## src/rtl/monitor_tx_scheduler_if.sv

```systemverilog
// Byte handshake between the tx scheduler and the monitor UART transmitter.
// master: scheduler (tx_write/tx_byte out); slave: transmitter and host flow control.
interface monitor_tx_scheduler_if;
    logic       host_rdy;
    logic       tx_write;
    logic [7:0] tx_byte;
    logic       tx_busy;
    logic       tx_done;
    logic       tx_error;

    modport master (
        output tx_write, tx_byte,
        input  host_rdy, tx_busy, tx_done, tx_error
    );

    modport slave (
        input  tx_write, tx_byte,
        output host_rdy, tx_busy, tx_done, tx_error
    );
endinterface

```

## src/rtl/monitor_tx_scheduler.sv

```systemverilog
// Round-robin sharing of the monitor UART tx among NUM_REQ packet sources.
// Ports: clk, reset (sync, high); req/req_cmd/req_len/req_data per source;
// grant/done/err back to sources; tx (master) carries the byte handshake.
module monitor_tx_scheduler #(
    parameter int NUM_REQ   = 2,
    parameter int MAX_BYTES = 8,
    parameter int TIMEOUT   = 4096
) (
    input  logic                           clk,
    input  logic                           reset,
    input  logic [NUM_REQ-1:0]             req,
    input  logic [8*NUM_REQ-1:0]           req_cmd,
    input  logic [8*NUM_REQ-1:0]           req_len,
    input  logic [8*MAX_BYTES*NUM_REQ-1:0] req_data,
    output logic [NUM_REQ-1:0]             grant,
    output logic [NUM_REQ-1:0]             done,
    output logic                           err,
    monitor_tx_scheduler_if.master         tx
);
    localparam int PW = $clog2(NUM_REQ);
    localparam int IW = $clog2(MAX_BYTES + 2);
    localparam int TW = $clog2(TIMEOUT);
    localparam int PB = 8 * MAX_BYTES;
    localparam logic [TW-1:0] T_LAST  = TW'(TIMEOUT - 1);
    localparam logic [PW-1:0] RR_INIT = PW'(NUM_REQ - 1);
    localparam logic [7:0]    MAX_LEN = 8'(MAX_BYTES);

    typedef enum logic [1:0] {IDLE, ISSUE, WAIT, FINISH} state_t;

    state_t        state;
    logic [PW-1:0] rr_ptr;
    logic [IW-1:0] idx;
    logic [TW-1:0] tmo;
    logic [7:0]    cmd_q;
    logic [7:0]    len_q;
    logic [PB-1:0] data_q;
    logic          trunc;

    logic          found;
    logic [PW-1:0] win;
    logic [7:0]    win_cmd;
    logic [7:0]    win_len;
    logic [PB-1:0] win_data;
    logic [PB-1:0] pay_sh;
    logic [7:0]    seq_byte;
    logic          last;

    // First requester above the last winner, wrapping around.
    always_comb begin
        found = 1'b0;
        win   = rr_ptr;
        for (int k = 1; k <= NUM_REQ; k++) begin
            if (!found && req[(int'(rr_ptr) + k) % NUM_REQ]) begin
                found = 1'b1;
                win   = PW'((int'(rr_ptr) + k) % NUM_REQ);
            end
        end
    end

    assign win_cmd  = req_cmd[8*win +: 8];
    assign win_len  = req_len[8*win +: 8];
    assign win_data = req_data[PB*win +: PB];

    // Packet byte idx: 0 = cmd, 1 = len, then payload LSB-first.
    assign pay_sh   = data_q >> (8 * (int'(idx) - 2));
    assign seq_byte = (idx == '0)       ? cmd_q :
                      (idx == IW'(1))   ? len_q : pay_sh[7:0];
    assign last     = (int'(idx) == int'(len_q) + 1);

    always_ff @(posedge clk) begin
        if (reset) begin
            state       <= IDLE;
            grant       <= '0;
            done        <= '0;
            err         <= 1'b0;
            tx.tx_write <= 1'b0;
            tx.tx_byte  <= '0;
            rr_ptr      <= RR_INIT;
            idx         <= '0;
            tmo         <= '0;
            cmd_q       <= '0;
            len_q       <= '0;
            data_q      <= '0;
            trunc       <= 1'b0;
        end else begin
            tx.tx_write <= 1'b0;
            done        <= '0;
            err         <= 1'b0;
            unique case (state)
                IDLE: begin
                    if (found) begin
                        grant  <= NUM_REQ'(1) << win;
                        rr_ptr <= win;
                        cmd_q  <= win_cmd;
                        data_q <= win_data;
                        if (win_len > MAX_LEN) begin
                            len_q <= MAX_LEN;
                            trunc <= 1'b1;
                        end else begin
                            len_q <= win_len;
                            trunc <= 1'b0;
                        end
                        state <= ISSUE;
                    end
                end
                ISSUE: begin
                    if (tx.host_rdy && !tx.tx_busy) begin
                        tx.tx_write <= 1'b1;
                        tx.tx_byte  <= seq_byte;
                        tmo         <= '0;
                        state       <= WAIT;
                    end
                end
                WAIT: begin
                    tmo <= tmo + 1'b1;
                    // Error beats done when both arrive together.
                    if (tx.tx_error) begin
                        done  <= grant;
                        err   <= 1'b1;
                        state <= FINISH;
                    end else if (tx.tx_done) begin
                        if (last) begin
                            done  <= grant;
                            err   <= trunc;
                            state <= FINISH;
                        end else begin
                            idx   <= idx + 1'b1;
                            state <= ISSUE;
                        end
                    end else if (tmo == T_LAST) begin
                        done  <= grant;
                        err   <= 1'b1;
                        state <= FINISH;
                    end
                end
                FINISH: begin
                    grant <= '0;
                    idx   <= '0;
                    state <= IDLE;
                end
            endcase
        end
    end
endmodule
```

## src/flat_wrapper.sv

```systemverilog
// flat-port wrapper written by rule: the top's interface ports become plain ports
module monitor_tx_scheduler_flat 
#(
    parameter int NUM_REQ   = 2,
    parameter int MAX_BYTES = 8,
    parameter int TIMEOUT   = 4096
)
  (clk, reset, req, req_cmd, req_len, req_data, grant, done, err, tx_tx_write, tx_tx_byte, tx_host_rdy, tx_tx_busy, tx_tx_done, tx_tx_error);
  monitor_tx_scheduler_if tx_i ();
  input  logic clk;
  input  logic reset;
  input  logic [NUM_REQ-1:0] req;
  input  logic [8*NUM_REQ-1:0] req_cmd;
  input  logic [8*NUM_REQ-1:0] req_len;
  input  logic [8*MAX_BYTES*NUM_REQ-1:0] req_data;
  output logic [NUM_REQ-1:0] grant;
  output logic [NUM_REQ-1:0] done;
  output logic err;
  output wire logic [$bits(tx_i.tx_write)-1:0] tx_tx_write;
  output wire logic [$bits(tx_i.tx_byte)-1:0] tx_tx_byte;
  input wire logic [$bits(tx_i.host_rdy)-1:0] tx_host_rdy;
  input wire logic [$bits(tx_i.tx_busy)-1:0] tx_tx_busy;
  input wire logic [$bits(tx_i.tx_done)-1:0] tx_tx_done;
  input wire logic [$bits(tx_i.tx_error)-1:0] tx_tx_error;
  assign tx_tx_write = tx_i.tx_write;
  assign tx_tx_byte = tx_i.tx_byte;
  assign tx_i.host_rdy = tx_host_rdy;
  assign tx_i.tx_busy = tx_tx_busy;
  assign tx_i.tx_done = tx_tx_done;
  assign tx_i.tx_error = tx_tx_error;
  monitor_tx_scheduler #(.NUM_REQ(NUM_REQ), .MAX_BYTES(MAX_BYTES), .TIMEOUT(TIMEOUT)) u_core (.clk(clk), .reset(reset), .req(req), .req_cmd(req_cmd), .req_len(req_len), .req_data(req_data), .grant(grant), .done(done), .err(err), .tx(tx_i));
endmodule
```

## config.mk

```make
export PLATFORM = sky130hd
export DESIGN_NAME = monitor_tx_scheduler_flat
export DESIGN_NICKNAME = d
export VERILOG_FILES = /design/src/rtl/monitor_tx_scheduler_if.sv /design/src/rtl/monitor_tx_scheduler.sv /design/src/flat_wrapper.sv
export SDC_FILE = /design/constraint.sdc
export NUM_CORES = 1
export LEC_CHECK = 0
export CORE_ASPECT_RATIO = 0.6
export CORE_MARGIN = 5
export CORE_UTILIZATION = 30
export CTS_BUF_LIST = sky130_fd_sc_hd__clkbuf_16
export DETAILED_ROUTE_END_ITERATION = 8
export PLACE_DENSITY_LB_ADDON = 0.2
export RECOVER_POWER = 100
export SLEW_MARGIN = 30
export SYNTH_ARGS = -nofsm -noshare
export SYNTH_HDL_FRONTEND = slang
export SYNTH_SLANG_ARGS = --single-unit
```

## constraint.sdc

```tcl
create_clock -name clk -period 2.4 [get_ports clk]
set_input_delay 0.48 -clock clk [delete_from_list [all_inputs] [get_ports clk]]
set_output_delay 0.48 -clock clk [all_outputs]
set_load 0.02 [all_outputs]
```

Yosys cells after proc, flatten, opt, wreduce, memory -nomap -nowiden
Cells that the tools add are included.
{"block": "totals", "latchBits": 0, "n_memories": 0, "ram_bits": 0, "word_cells": 98, "inputBits": 168, "ff_bits": 114, "out_inout_bits": 14, "romBits": 0}
{"block": "classes", "div_mod_pow": 0, "n_shift": 5, "magnitude_cmp": 3, "n_addsub": 6, "reduce_logical": 17, "n_mux": 38, "n_eq_ne": 12, "bitwise": 4, "n_mul": 0}
{"op": "128-bit by 8-bit variable part select with 64-bit output", "count": 1}
{"op": "64-bit by 32-bit >> shifter with 8-bit output", "count": 1}
{"op": "5-bit by 32-bit equality test with 1-bit output", "count": 1}
{"op": "16-bit by 5-bit variable part select with 8-bit output", "count": 2}
{"op": "8-bit two-way mux", "count": 3}
{"op": "12-bit one-hot mux with 2 select lines", "count": 1}
{"op": "2-bit two-way mux", "count": 11}
{"op": "1-bit two-way mux", "count": 16}
{"op": "12-bit by 1-bit adder with 12-bit output, second input constant", "count": 1}
{"op": "12-bit equality test, second input constant", "count": 1}
{"op": "12-bit two-way mux", "count": 1}
{"op": "4-bit two-way mux", "count": 3}
{"op": "8-bit by 1-bit adder with 9-bit output, second input constant", "count": 1}
{"op": "8-bit by 4-bit greater-than comparator with 1-bit output, second input constant", "count": 1}
{"op": "2-bit one-hot mux with 4 select lines", "count": 1}
{"op": "4-bit one-hot mux with 2 select lines", "count": 1}
{"op": "2-bit AND reduction", "count": 4}
{"op": "2-bit by 3-bit less-than comparator with 1-bit output, second input constant", "count": 2}
{"op": "2-bit != test, second input constant", "count": 3}
{"op": "2-bit nonzero test", "count": 3}
{"op": "4-bit by 2-bit subtractor with 5-bit output, second input constant", "count": 1}
{"op": "4-bit by 1-bit adder with 4-bit output, second input constant", "count": 1}
{"op": "2-bit equality test, second input constant", "count": 2}
{"op": "4-bit by 1-bit equality test with 1-bit output, second input constant", "count": 1}
{"op": "15 further kinds", "count": 22}

Depth between registers and ports, before layout
{"block": "depth", "word_depth": 12, "depth_mapped": 8, "ltp_nobuf": 6}

Worst setup path before layout
Ideal clock, no wire load.
{"block": "synth_timing", "path_kind": "register to register", "startpoint": "reg u_core.idx[1]", "endpoint": "reg u_core.tx.tx_byte[7]", "required_ps": 2281, "arrival_time_ps": 1870, "n_path_buf": 2, "setup_slack_ps": 411, "setup_ps": 119, "period_less_slack_ps": 1989, "path_stages_with_launch": 8, "path_cell_list": "dfxtp_1 clkbuf_1 inv_1 ha_1 buf_1 mux2i_1 o21ai_0 nor3b_1"}
{"block": "synth_between", "elab_chain_len": 4, "word_cells_on_any_way": 6, "cone_classes": "1 x add/sub; 1 x eq/ne; 1 x shift; 2 x mux; 1 x reduce/logical"}
{"element": "start: declaration", "line_no": "monitor_tx_scheduler.sv:32", "text": "logic [IW-1:0] idx;"}
{"element": "start signal: assignment", "line_no": "monitor_tx_scheduler.sv:127", "text": "idx <= idx + 1'b1;"}
{"element": "4-bit by 2-bit subtractor with 5-bit output", "line_no": "monitor_tx_scheduler.sv:65", "text": "assign pay_sh = data_q >> (8 * (int'(idx) - 2));"}
{"element": "64-bit by 32-bit >> shifter with 8-bit output", "line_no": "monitor_tx_scheduler.sv:65"}
{"element": "8-bit two-way mux", "line_no": "monitor_tx_scheduler.sv:67", "text": "(idx == IW'(1)) ? len_q : pay_sh[7:0];"}
{"element": "8-bit two-way mux (*)", "line_no": "monitor_tx_scheduler.sv:66", "text": "assign seq_byte = (idx == '0) ? cmd_q :"}
{"element": "end signal: assignment", "line_no": "monitor_tx_scheduler.sv:109", "text": "tx.tx_byte <= seq_byte;"}
{"element": "end: declaration", "line_no": "monitor_tx_scheduler_if.sv:12", "text": "output tx_write, tx_byte,"}
Mark *: on every way between the ends. The rest lies on a longest branch, timed or not.
A chain may end at the register's enable or synchronous reset.

Final worst setup path
{"block": "layout_timing", "startpoint": "reg u_core.state[1]", "endpoint": "reg u_core.data_q[26]"}
{"block": "layout_between", "elab_chain_len": 2}
{"element": "start: declaration", "line_no": "monitor_tx_scheduler.sv:30", "text": "state_t state;"}
{"element": "start signal: assignment", "line_no": "monitor_tx_scheduler.sv:72", "text": "state <= IDLE;"}
{"element": "start signal: assignment", "line_no": "monitor_tx_scheduler.sv:103", "text": "state <= ISSUE;"}
{"element": "start signal: assignment", "line_no": "monitor_tx_scheduler.sv:111", "text": "state <= WAIT;"}
{"element": "2-bit zero test", "line_no": "monitor_tx_scheduler.sv:89", "text": "unique case (state)"}
{"element": "2-bit AND reduction (no source line)"}
{"element": "end signal: assignment", "line_no": "monitor_tx_scheduler.sv:95", "text": "data_q <= win_data;"}
{"element": "end: declaration", "line_no": "monitor_tx_scheduler.sv:36", "text": "logic [PB-1:0] data_q;"}
Every way passes these cells.

==> flow_results.org <==
** Route
- Routed length per instance :: 17.7 µm
- Summing over every cut layer, the via total after detailed routing is 5312.
- The detail route stage leaves a number of antenna-violating nets equal to 0.
- After detailed routing, the number of remaining DRC violations is 0.
- Before antenna repair, the detailed router went through 5 iterations.
- DRT Wirelength :: 18700 µm
- The detailed router finished its first iteration with 292 violations.
- Using the TritonRoute via totals, the vias-per-cell ratio works out to 5.04.

** Synth
- In this run, distinct cell masters in the synthesized netlist total 51.
- The most common cell in the synthesized netlist is sky130_fd_sc_hd__dfxtp_1.
- Summing every instance area after synthesis gives 5810 µm².
- Post-synthesis mux area share :: 0.220
- Of the total synthesized cell area, the portion taken by XOR and XNOR cells is 0.00904.
- Ranked by instance count, the synthesized netlist is headed by sky130_fd_sc_hd__dfxtp_1 (114), sky130_fd_sc_hd__nor2_1 (107), sky130_fd_sc_hd__mux2i_1 (87).
- The synthesized design contains 114 register bits.
- Count of mapped cells out of synthesis :: 621
- Library cell occupying the most area in the post-synthesis netlist :: sky130_fd_sc_hd__dfxtp_1
- Post-Synth Simple-Gate Area :: 0.146
- Of all flip-flops after synthesis, the portion carrying an async set or reset was 0.
- Synth Area in Adders :: 0.0151
- Number of enable-type register cells in the synthesized netlist :: 0
- In the post-synthesis netlist, the biggest area contributors are sky130_fd_sc_hd__dfxtp_1 (39%), sky130_fd_sc_hd__mux2i_1 (15%), sky130_fd_sc_hd__a211oi_1 (9.4%).
- After synthesis, the largest family of logic cells by area is multiplexers.
- Flip-flop cell with the highest count after synthesis :: sky130_fd_sc_hd__dfxtp_1
- Of the post-synthesis cell area, the dominant cell type holds 0.393.
- Synthesized net count :: 796
- Syn. warnings :: 0
- Synthesized-area fraction occupied by ao, oa, aoi and oai cells :: 0.176
- The share of the Yosys chip area taken by registers is 0.393.
- Mean instance size in the synthesized netlist :: 9.36 µm²

** Placement
- Including well taps, the total number of placed cells is 1022.
- The placed instances occupy a cell area of 7950 µm².
- Detailed-placement wirelength estimate :: 14400 µm
- Worst slack at placement :: 10.2 ps
- Port Buffer Count :: 181
- GPL Wtd Cong :: 0.816

** Clock tree
- TritonCTS built the clock tree.
- Clock Tree Buf Depth :: 2
- In this run, post-CTS repair resized a total of 0 instances.
- The later pin in the worst-skew pair is clocked with a latency of 410 ps.
- Setup Fix Bufs, Post-CTS :: 0
- Library cell used as clock root buffer :: sky130_fd_sc_hd__clkbuf_16
- The H-tree was split into 4 levels.
- The tree built by TritonCTS fans out to 114 sinks.
- For this design, the CTS-stage hold fixing added 0 buffers.
- Counting the buffers created by CTS gives 17.
- Clock-pin slew was measured on the worst setup and hold paths at 60 ps.

** STA
- For the pin with the worst max-slew slack, the measured transition is 691 ps.
- Setup TNS :: 0 ps
- Hold violation count in the final report :: 0
- Pins over their slew limit :: 0
- Achievable Freq :: 465 MHz
- Setup repair after global routing left no endpoint under its margin.
- Worst setup slack after layout :: 249 ps
- In this run the tightest slew margin relative to its limit is 0.538.
- Hold timing on the final database bottoms out at a slack of 374 ps.
- Of the available clock period, the critical path in the final layout requires 0.896.
- Setup violations remaining at the end of the flow were counted as 0.
- After layout, the minimum clock period comes to 2150 ps.
- The clock arrives with 8.63 ps of skew.

** Setup path
- Required arrival time at the worst endpoint :: 2730 ps
- Critical Path Start :: u_core.state[1]
- The number of cells on the worst reg-to-reg path is 5.
- Cell Chain, Critical Path :: nor2_1, o21a_2, clkbuf_2, nor2_1, a211oi_1
- Worst stage delay on the critical path :: 550 ps
- In this run the critical register-to-register path is launched from u_core.state[1].
- The slowest stage of the critical path is the sky130_fd_sc_hd__o21a_2 cell.
- The worst register-to-register path ends at u_core.data_q[26].
- Type of the setup path with the least slack :: reg -> reg
- The critical path crosses 5 cells after its start point.
- Register-to-register path setup slack :: 250 ps
- On the critical path the largest part of the delay comes from compound AO/OA/AOI/OAI gates.
- In this run the worst path has a maximum fanout of 22.
- Cell with the most instances on the worst path :: sky130_fd_sc_hd__nor2_1
- Type of element capturing the critical path :: flop
- The critical path ends at u_core.data_q[26].
- The worst setup path is launched from a flop.
- Arrival time of data at the critical path endpoint :: 2480 ps
- Buffer and inverter count on the worst path :: 1

** Floorplanning
- Core Area :: 19000 µm²
- 182 I/O pins were placed.
- From bottom edge to top edge, the die measures 118 µm.
- Area of the die :: 22300 µm²
- Number of placement rows :: 39
- The initial utilization of the core area, before any placement, comes to 0.305.
- Die Width :: 190 µm

** Final layout
- Non-filler cells in the finished layout :: 1054
- Antenna Cells :: 0
- The finished cells cover 8530 µm².
- Area growth from synthesis to layout :: 46.8%
- Net count, final :: 970
- Ratio of cells with drive above 1 in the final layout :: 0.0879
- Core utilization of the finished layout :: 0.448

** Global routing
- Via count of the first global-routing pass :: 5339
- Final global-route overflow total :: 0
- Entering global routing, the biggest net connects 53 pins.
- Across every metal layer, demand over resource in global routing totals 0.167.
- Wire length of the first global-routing pass :: 29700 µm
- Antenna violations before repair :: 0

** Power and ir drop
- Dividing total power by cell area gives a power density of 709 nW/µm².
- In this run the static leakage power is 3.32 nW.
- IR drop worst, VDD :: 0.529 mV
- Total power :: 6.05 mW

** Status
- The flow ran to the end, and the final reports show no timing, DRC or antenna violations.

** Min path
- The worst hold path passes through 2 cells.
- Kind of path behind the tightest hold check :: in -> reg

** Flow run
- The tool flagged a number of max-cap violations equal to 0.
-- logic make-up (layout without fill, tap and decap cells) --
kind of cell    after synthesis  after routing
simple gates                184            184
compound gates              147            147
flops                       114            114
mux                         107            107
buf+inv                      56            243
fa+ha+maj                     7              7
xor+xnor                      6              6
-- flip-flops by register name (all words and copies together), names as in the netlist --
signal and flops:
u_core.data_q 64, u_core.tmo 12, u_core.cmd_q 8, u_core.len_q 8
u_core.tx.tx_byte 8, u_core.idx 4, u_core.done 2, u_core.grant 2
u_core.state 2, u_core.err 1, u_core.rr_ptr 1, u_core.trunc 1
u_core.tx.tx_write 1
-- per-layer routing --
metal	track usage	vias to the layer above	part of all wire	routed length, µm
met5	0	-	0	0
met4	0.0379	0	0.0067	125
met3	0.0433	10	0.069	1300
met2	0.225	195	0.40	7400
met1	0.262	2472	0.53	9850
li1	-	2635	-	-
-- cell usage in the layout (no fill, tap or decap), drive strengths merged, types with 4 or more instances in the layout --
master,count
clkdlybuf4s50,166
dfxtp,114
nor2,107
mux2i,87
a211oi,73
a21oi,26
o21ai,25
clkbuf,24
nand2,23
buf,17
mux4,16
dlygate4sd3,14
nand3,11
nor3b,10
inv,9
and3,8
clkinv,8
ha,7
a2bb2oi,4
nand4,4
xnor2,4
bufinv,4
mux2,4
-- power breakdown --
part	total, mW	switching, mW	leakage, nW	internal (mW)
clock network	2.70	0.953	0.303	1.75
logic	1.16	0.548	2.08	0.611
registers	2.19	0.115	0.940	2.08
-- worst min-delay path by stage --
stage	start	end	slack, ps
finish	reset	u_core.state[0]	370
global route	reset	u_core.state[0]	380
CTS	reset	u_core.state[0]	360
detailed placement	u_core.tmo[11]	u_core.tmo[11]	490
global placement	u_core.tmo[11]	u_core.tmo[11]	470
floorplan	u_core.tmo[11]	u_core.tmo[11]	450
-- layout make-up --
type                    count  area (µm²)
clock buffers              17         425
clock inverters            15         205
fillers                  1817       10500
inverters                   7        26.3
multi-input cells         451        3280
flip-flops and latches    114        2280
well taps                 246         308
repair buffers            204        2000
No activity file was read; power rests on OpenSTA's default activity.
